<file path="config.mk">
export PLATFORM = sky130hd
export DESIGN_NAME = asic_unlock_detector
export DESIGN_NICKNAME = d
export VERILOG_FILES = /design/src/rtl/asic_unlock_detector.sv
export SDC_FILE = /design/constraint.sdc
export NUM_CORES = 1
export LEC_CHECK = 0
export BUFFER_PORTS_ARGS = -buffer_cell sky130_fd_sc_hd__buf_2
export CELL_PAD_IN_SITES_DETAIL_PLACEMENT = 0
export CELL_PAD_IN_SITES_GLOBAL_PLACEMENT = 1
export CORE_ASPECT_RATIO = 1.5
export CORE_MARGIN = 2
export CORE_UTILIZATION = 35
export CTS_BUF_LIST = sky130_fd_sc_hd__clkbuf_4
export CTS_CLUSTER_SIZE = 25
export DETAILED_ROUTE_END_ITERATION = 10
export PLACE_DENSITY_LB_ADDON = 0.2
export SLEW_MARGIN = 20
export SYNTH_ARGS = -nofsm -noshare
export SYNTH_HDL_FRONTEND = slang
export SYNTH_SLANG_ARGS = --single-unit
</file>
<file path="constraint.sdc">
create_clock -name clk_sys -period 2.9 [get_ports clk_sys]
set_input_delay 0.145 -clock clk_sys [delete_from_list [all_inputs] [get_ports clk_sys]]
set_output_delay 0.145 -clock clk_sys [all_outputs]
set_load 0.005 [all_outputs]
</file>
<file path="src/rtl/asic_unlock_detector.sv">
// asic_unlock_detector
// Responder side of the Plus ASIC unlock handshake. Watches CPU I/O writes
// to the CRTC register-select port (&BCxx) and matches the 17-byte ACID
// sequence (a non-zero byte, 00, then the 15-byte table). Drives
// acid_unlocked for the ASIC register block and relocks when the final
// table position sees the wrong byte.
//
// Ports
//   clk_sys        system clock, all state on its rising edge
//   reset_n        asynchronous active-low reset
//   plus_mode      Plus features enabled; low forces locked and IDLE
//   cpu_addr       CPU address bus
//   cpu_data_in    CPU write data
//   cpu_iowr       CPU I/O write strobe (level, held one or more cycles)
//   acid_unlocked  ASIC register page accessible
//   seq_index      current match position 0..16 (debug)
//   unlock_pulse   one-cycle pulse when the unlock completes
//   lock_pulse     one-cycle pulse when an unlocked ASIC relocks
//
// state | meaning
// ------+---------------------------------------------------------------
// IDLE  | nothing seen since reset / plus_mode low
// SYNC  | last accepted byte was non-zero, waiting for the 00 sync byte
// MATCH | comparing against table[seq_index], seq_index 1..15
// DONE  | full sequence matched, seq_index parked at 16

module asic_unlock_detector #(
   parameter bit UNLOCK_AT_RESET = 1'b0,
   parameter bit EDGE_WR         = 1'b1
) (
   input  logic        clk_sys,
   input  logic        reset_n,
   input  logic        plus_mode,
   input  logic [15:0] cpu_addr,
   input  logic [7:0]  cpu_data_in,
   input  logic        cpu_iowr,
   output logic        acid_unlocked,
   output logic [4:0]  seq_index,
   output logic        unlock_pulse,
   output logic        lock_pulse
);

   typedef enum logic [1:0] {
      IDLE  = 2'd0,
      SYNC  = 2'd1,
      MATCH = 2'd2,
      DONE  = 2'd3
   } state_t;

   state_t      state_q, state_d;
   logic [4:0]  seq_index_q, seq_index_d;
   logic        unlocked_q, unlocked_d;
   logic        unlock_pulse_q, unlock_pulse_d;
   logic        lock_pulse_q, lock_pulse_d;
   logic        iowr_q, iowr_d;

   logic        crtc_sel;
   logic        strobe;
   logic        acc;
   logic        data_zero;
   logic [7:0]  expected_byte;
   logic        unused_addr;

   // Only A14, A9 and A8 take part in the CRTC select decode.
   assign unused_addr = ^{cpu_addr[15], cpu_addr[13:10], cpu_addr[7:0]};

   function automatic logic [7:0] seq_byte(input logic [4:0] idx);
      case (idx)
         5'd1:    seq_byte = 8'hFF;
         5'd2:    seq_byte = 8'h77;
         5'd3:    seq_byte = 8'hB3;
         5'd4:    seq_byte = 8'h51;
         5'd5:    seq_byte = 8'hA8;
         5'd6:    seq_byte = 8'hD4;
         5'd7:    seq_byte = 8'h62;
         5'd8:    seq_byte = 8'h39;
         5'd9:    seq_byte = 8'h9C;
         5'd10:   seq_byte = 8'h46;
         5'd11:   seq_byte = 8'h2B;
         5'd12:   seq_byte = 8'h15;
         5'd13:   seq_byte = 8'h8A;
         5'd14:   seq_byte = 8'hCD;
         5'd15:   seq_byte = 8'hEE;
         default: seq_byte = 8'h00;
      endcase
   endfunction

   always_comb begin
      crtc_sel      = ~cpu_addr[14] & ~cpu_addr[9] & ~cpu_addr[8];
      strobe        = EDGE_WR ? (cpu_iowr & ~iowr_q) : cpu_iowr;
      acc           = crtc_sel & strobe;
      data_zero     = (cpu_data_in == 8'h00);
      expected_byte = seq_byte(seq_index_q);

      state_d        = state_q;
      seq_index_d    = seq_index_q;
      unlocked_d     = unlocked_q;
      unlock_pulse_d = 1'b0;
      lock_pulse_d   = 1'b0;
      iowr_d         = cpu_iowr;

      if (!plus_mode) begin
         state_d     = IDLE;
         seq_index_d = 5'd0;
         unlocked_d  = 1'b0;
      end else if (acc) begin
         case (state_q)
            IDLE: begin
               if (!data_zero) state_d = SYNC;
            end
            SYNC: begin
               if (data_zero) begin
                  state_d     = MATCH;
                  seq_index_d = 5'd1;
               end
            end
            MATCH: begin
               if (cpu_data_in == expected_byte) begin
                  if (seq_index_q == 5'd15) begin
                     unlocked_d     = 1'b1;
                     unlock_pulse_d = 1'b1;
                     state_d        = DONE;
                     seq_index_d    = 5'd16;
                  end else begin
                     seq_index_d = seq_index_q + 5'd1;
                  end
               end else begin
                  // A wrong final byte is the relock command.
                  if (seq_index_q == 5'd15) begin
                     unlocked_d   = 1'b0;
                     lock_pulse_d = unlocked_q;
                  end
                  if (data_zero) begin
                     seq_index_d = 5'd1;
                  end else begin
                     state_d     = SYNC;
                     seq_index_d = 5'd0;
                  end
               end
            end
            DONE: begin
               if (data_zero) begin
                  state_d     = MATCH;
                  seq_index_d = 5'd1;
               end else begin
                  state_d     = SYNC;
                  seq_index_d = 5'd0;
               end
            end
            default: begin
               state_d     = IDLE;
               seq_index_d = 5'd0;
            end
         endcase
      end
   end

   // iowr_q resets high so a write already in flight at reset release is
   // not seen as a rising edge; it is only re-armed once cpu_iowr falls.
   always_ff @(posedge clk_sys or negedge reset_n) begin
      if (!reset_n) begin
         state_q        <= IDLE;
         seq_index_q    <= 5'd0;
         unlocked_q     <= UNLOCK_AT_RESET;
         unlock_pulse_q <= 1'b0;
         lock_pulse_q   <= 1'b0;
         iowr_q         <= 1'b1;
      end else begin
         state_q        <= state_d;
         seq_index_q    <= seq_index_d;
         unlocked_q     <= unlocked_d;
         unlock_pulse_q <= unlock_pulse_d;
         lock_pulse_q   <= lock_pulse_d;
         iowr_q         <= iowr_d;
      end
   end

   assign acid_unlocked = unlocked_q;
   assign seq_index     = seq_index_q;
   assign unlock_pulse  = unlock_pulse_q;
   assign lock_pulse    = lock_pulse_q;

endmodule
</file>
# After elaboration in Yosys (flattened, before gate mapping)

Memories as Yosys holds them, arrays and structs flattened.
Cells that the tools add are included.

Bitwise gates (word level): 8
Eq/ne operators: 11
Mux-type cells: 32
Reduce and logical (&&, ||, !) cells: 5
$add $sub $neg: 1

Operator list:

| kind                  | number |
|---|---|
| $mux W5               | 5 |
| $mux W1               | 17 |
| $pmux W5 S3           | 1 |
| $mux W2               | 7 |
| $reduce_and A3 Y1     | 3 |
| $eq A8 B8 Y1          | 1 |
| $logic_not A8 Y1      | 1 |
| $mux W8               | 1 |
| $pmux W2 S4           | 1 |
| $ne A2 B1 Y1 const B  | 3 |
| $add A5 B1 Y5 const B | 1 |
| $eq A5 B4 Y1 const B  | 1 |
| $and A1 B1 Y1         | 4 |
| $eq A2 B2 Y1 const B  | 2 |
| $ne A4 B1 Y1 const B  | 1 |
| $ne A4 B4 Y1 const B  | 1 |
| $not A1 Y1            | 4 |
| $ne A3 B3 Y1 const B  | 1 |
| $eq A2 B1 Y1 const B  | 1 |
| $logic_not A2 Y1      | 1 |

Output and inout bits: 8
Input bits: 28
Bits in read-only memories: 128
Register bits: 11
Logic and storage cells: 64
Memories: 1

Memories:

| name            | depth | width | rd ports | clocked after Yosys merged registers in | write ports | RTL line | RTL |
|---|---|---|---|---|---|---|---|
| (no name shown) | 16    | 8     | 1        | 0                                       | 0           | 68       | `case (idx)` |

# Depth between registers and ports, before layout

An unclocked memory read counts as a cell.

Word-level depth: 7
Depth in mapped cells: 9
Mapped depth without buffers: 8

# Worst setup path after synthesis

OpenSTA, ideal clock, no wires.

Path type: reg2reg
Start: register seq_index_q[0], in the netlist seq_index[0]
End: register state_q[1]
Setup slack: 0.048 ns
Required time: 2.818 ns
Setup time: 0.082 ns
Path buffers: 1
Data arrival time: 2.770 ns
Cell stages (with the launch flop): 10
Clock period less this slack: 2.852 ns
Path through: dfrtp_1 > clkbuf_1 > inv_1 > ha_1 > nor3b_1 > a2111oi_0 > xor2_1 > a2111o_1 > or4_1 > a31oi_1

Longest elaborated chain between the ends: 7
Elaborated cells on any way between the ends: 10
Those cells by class: 3 x eq/ne; 5 x mux; 1 x reduce/logical; 1 x memory

Ends and longest elaborated chain:

| what                     | RTL line | RTL |
|---|---|---|
| start: declaration       | 51       | `logic [4:0] seq_index_q, seq_index_d;` |
| start signal: assignment | 170      | `seq_index_q <= seq_index_d;` |
| $mem_v2 Z16 W8           | --       |  |
| $mux W8                  | 68       |  |
| $eq A8 B8 Y1             | 118      | `if (cpu_data_in == expected_byte) begin` |
| $mux W2                  | 118      |  |
| $pmux W2 S4              | 107      | `case (state_q)` |
| $mux W2                  | 106      | `end else if (acc) begin` |
| $mux W2                  | 102      | `if (!plus_mode) begin` |
| end signal: assignment   | 169      | `state_q <= state_d;` |
| end: declaration         | 50       | `state_t state_q, state_d;` |

Several ways; a longest one is shown, not always the timed one. The select of a mux whose other input is x is not followed.
A chain may end at the register's enable or synchronous reset.

# Worst setup path in the final report

Same ends and word-level chain as after synthesis.

==> impl_metrics.json <==
{
  "num_antenna_cells": 0,
  "grt_pass1_wl_um": 5610,
  "pre_cts_slack_ns": 0.175,
  "yosys.cell_types.count": 53,
  "ir_worst_vdd_mv": 0.210,
  "p_leak_nw": 0.641,
  "whs_path_depth": 3,
  "synth_area_per_cell_um2": 8.05,
  "regToRegEndpoint": "state_q[1]",
  "drt_iter0_markers": 60,
  "maxUsedRoutingLayer": "met4",
  "startpoint_type": "register",
  "whs_endpoint": "seq_index[1]",
  "netlist_instances": 151,
  "synth_seq_area_share_pct": 22.7,
  "rrSetupSlack_ns": 0.14,
  "core_area_um2": 3350,
  "grt_max_degree": 15,
  "outcome": "completed",
  "postRouteAntennaNets": 0,
  "die_h_um": 76.2,
  "yosysWarnings": 0,
  "fin_ws_ns": 0.135,
  "max_stage_delay_ns": 0.48,
  "first_pass_iters": 4,
  "cp_slowest_cell": "a2111o_1",
  "path_delay_family": "compound AO/OA/AOI/OAI gates",
  "cts_tree": "built",
  "clockBufferDepth": 2,
  "crit_chain": "inv_1, ha_1, or2_1, a21boi_0, o21ai_0, a2111o_1, or4_1, a31oi_1",
  "worstReg2RegStart": "seq_index[0]",
  "grt_overflow_total": 0,
  "area_growth_syn_to_layout_pct": 20.8,
  "worst_pin_slew_ns": 0.805,
  "setup_viol": 0,
  "layout-drive-gt1-share_pct": 23.8,
  "dpl.hpwl_um": 2830,
  "cap_violations": 0,
  "fin_setup_tns_ns": 0,
  "route.vias.total": 1297,
  "antenna_found_initial": 0,
  "wl_met2_um": 1960,
  "vias_per_cell": 5.82,
  "critPathBufInv": 1,
  "critPathMaxFanout": 5,
  "clk_pin_slew_worst_paths_ns": 0.07,
  "grtUsageTotal_pct": 18.7,
  "timing.fmax_mhz": 362,
  "fin_util_pct": 43.8,
  "cp.arrival_ns": 2.97,
  "p_per_area_nw_per_um2": 213,
  "drt-total-wl_um": 3640,
  "die-area_um2": 3970,
  "wl_met3_um": 112,
  "slew_headroom_pct": 45.7,
  "clock-root-buffer": "clkbuf_4",
  "hold_viol_final": 0,
  "route.detailed.drc": 0,
  "cp-end-kind": "register",
  "clk_latency_ns": 0.28,
  "routedLengthMet1_um": 1460,
  "gp_congestion": 0.854,
  "rr_worst_depth": 8,
  "final_cells": 223,
  "synth-async-reset-ratio_pct": 100,
  "wire_per_inst_um": 16.3,
  "yosys_register_bits": 11,
  "post-route-min-period_ns": 2.76,
  "mostFrequentLayoutCells": "22 x buf_2, 21 x nand2_1, 10 x dfrtp_1, 10 x buf_4",
  "fin_skew_ns": 0.000411,
  "critPathRequiredTime_ns": 3.11,
  "synthFlopType": "dfrtp_1",
  "synth_fp_nets": 187,
  "slew_viol_final": 0,
  "netlist_area_um2": 1220,
  "fp-row-count": 26,
  "dp.cells": 217,
  "min_period_over_period_pct": 95.3,
  "fillers": 352,
  "seq_area_um2": 277,
  "synth_edf_count": 0,
  "whs_ns": 0.158,
  "hp-class": "in -> reg",
  "grt_pass1_vias": 1191,
  "die_w_um": 52.1,
  "start_util_pct": 36.3,
  "ctsHtreeMaxLevel": 1,
  "ios": 36,
  "final_common_cell": "buf_2",
  "hp-start": "plus_mode",
  "post_cts_buffers": 0,
  "path_class": "reg -> reg",
  "cts_made_buffers": 3,
  "finish.net_count": 218,
  "cts.sinks": 11,
  "rsz0062_at_grt": "no",
  "numPortBuffers": 22,
  "multi_input_area_um2": 881
}
==> registers in the layout (all words and copies together) (netlist names) <==
register / count
unlock_pulse: 1
state_q: 2
acid_unlocked: 1
lock_pulse: 1
iowr_q: 1
seq_index: 5
==> logic make-up after synthesis <==
kind of cell / after synthesis / share of synthesized area [%]
simple gates: 62 / 25.9
compound gates: 47 / 30.2
buf+inv: 15 / 5.97
flops: 11 / 22.7
fa+ha+maj: 8 / 8.23
mux: 6 / 5.45
xor+xnor: 2 / 1.44
==> power breakdown <==
group	total (mW)	switching [mW]	internal [mW]
sequential	0.156	0.00107	0.155
clock	0.110	0.0586	0.0513
combinational	0.0466	0.0282	0.0185
total	0.313	0.0878	0.225
==> worst min-delay path, cell delays in order <==
cell and delay [ns]:
buf_2 0.13, nand2_1 0.07, mux2i_1 0.06
==> area by class of cell <==
cell class | count | area share, %
Multi-Input combinational cell | 125 | 60.0
Sequential cell | 11 | 18.8
Timing Repair Buffer | 34 | 14.0
Tap cell | 42 | 3.58
Inverter | 7 | 1.79
Clock buffer | 3 | 1.53
Clock inverter | 1 | 0.341
==> per-stage QoR <==
stage                     power [mW]  instance area (µm²)
after global placement         0.200                 1410
after CTS                      0.313                 1460
after floorplan                0.178                 1220
after global routing           0.329                 1470
final                          0.313                 1470
after detailed placement       0.202                 1410
==> per-layer routing <==
layer | GRT usage [%] | up-vias
met3 | 1.76 | 9
li1 | - | 638
met4 | 7.69 | 0
met2 | 32.7 | 31
met1 | 22.4 | 619
met5 | 0 | -
==> synth_stat cells (all sizes together), types with 2 or more instances <==
cell type  count  area share [%]
clkbuf         5             1.5
nor3           3             1.2
nand2         21             6.5
o211ai         2             1.2
and2           3             1.5
inv            7             2.2
a21oi          7             2.9
a2111oi        4             3.4
o2111ai        3             2.2
mux2i          4             3.3
ha             8             8.2
o311a          2             1.6
nor2b          4             2.1
o311ai         3             2.2
nand4          3             1.5
a31oi          4             2.1
buf            3             2.3
a32oi          2             2.1
nor2           8             2.5
nand3          4             1.6
dfrtp         10              21
o21ai          7             2.9
and3           2             1.0
a21o           2             1.2
mux2           2             2.2
nor4           3             1.5
or2            4             2.1
==> what timing repair did <==
action / CTS / global route
setup endpoints to repair: 0 / 2
hold buffers: 2 / 0
gates resized for setup: 0 / 2
endpoints found under the hold margin: 12 / 0
==> worst max-delay path by stage <==
stage                       startpoint           end  slack, ns  cells past startpoint
after global placement    seq_index[0]  seq_index[4]       0.19                      9
after CTS                 seq_index[0]  seq_index[4]       0.16                      9
final                     seq_index[0]    state_q[1]       0.14                      8
after floorplan           seq_index[0]    state_q[1]       0.05                      9
after global routing      seq_index[0]    state_q[1]       0.02                      9
after detailed placement  seq_index[0]  seq_index[4]       0.18                      9
(Power assumes the default switching activity.)
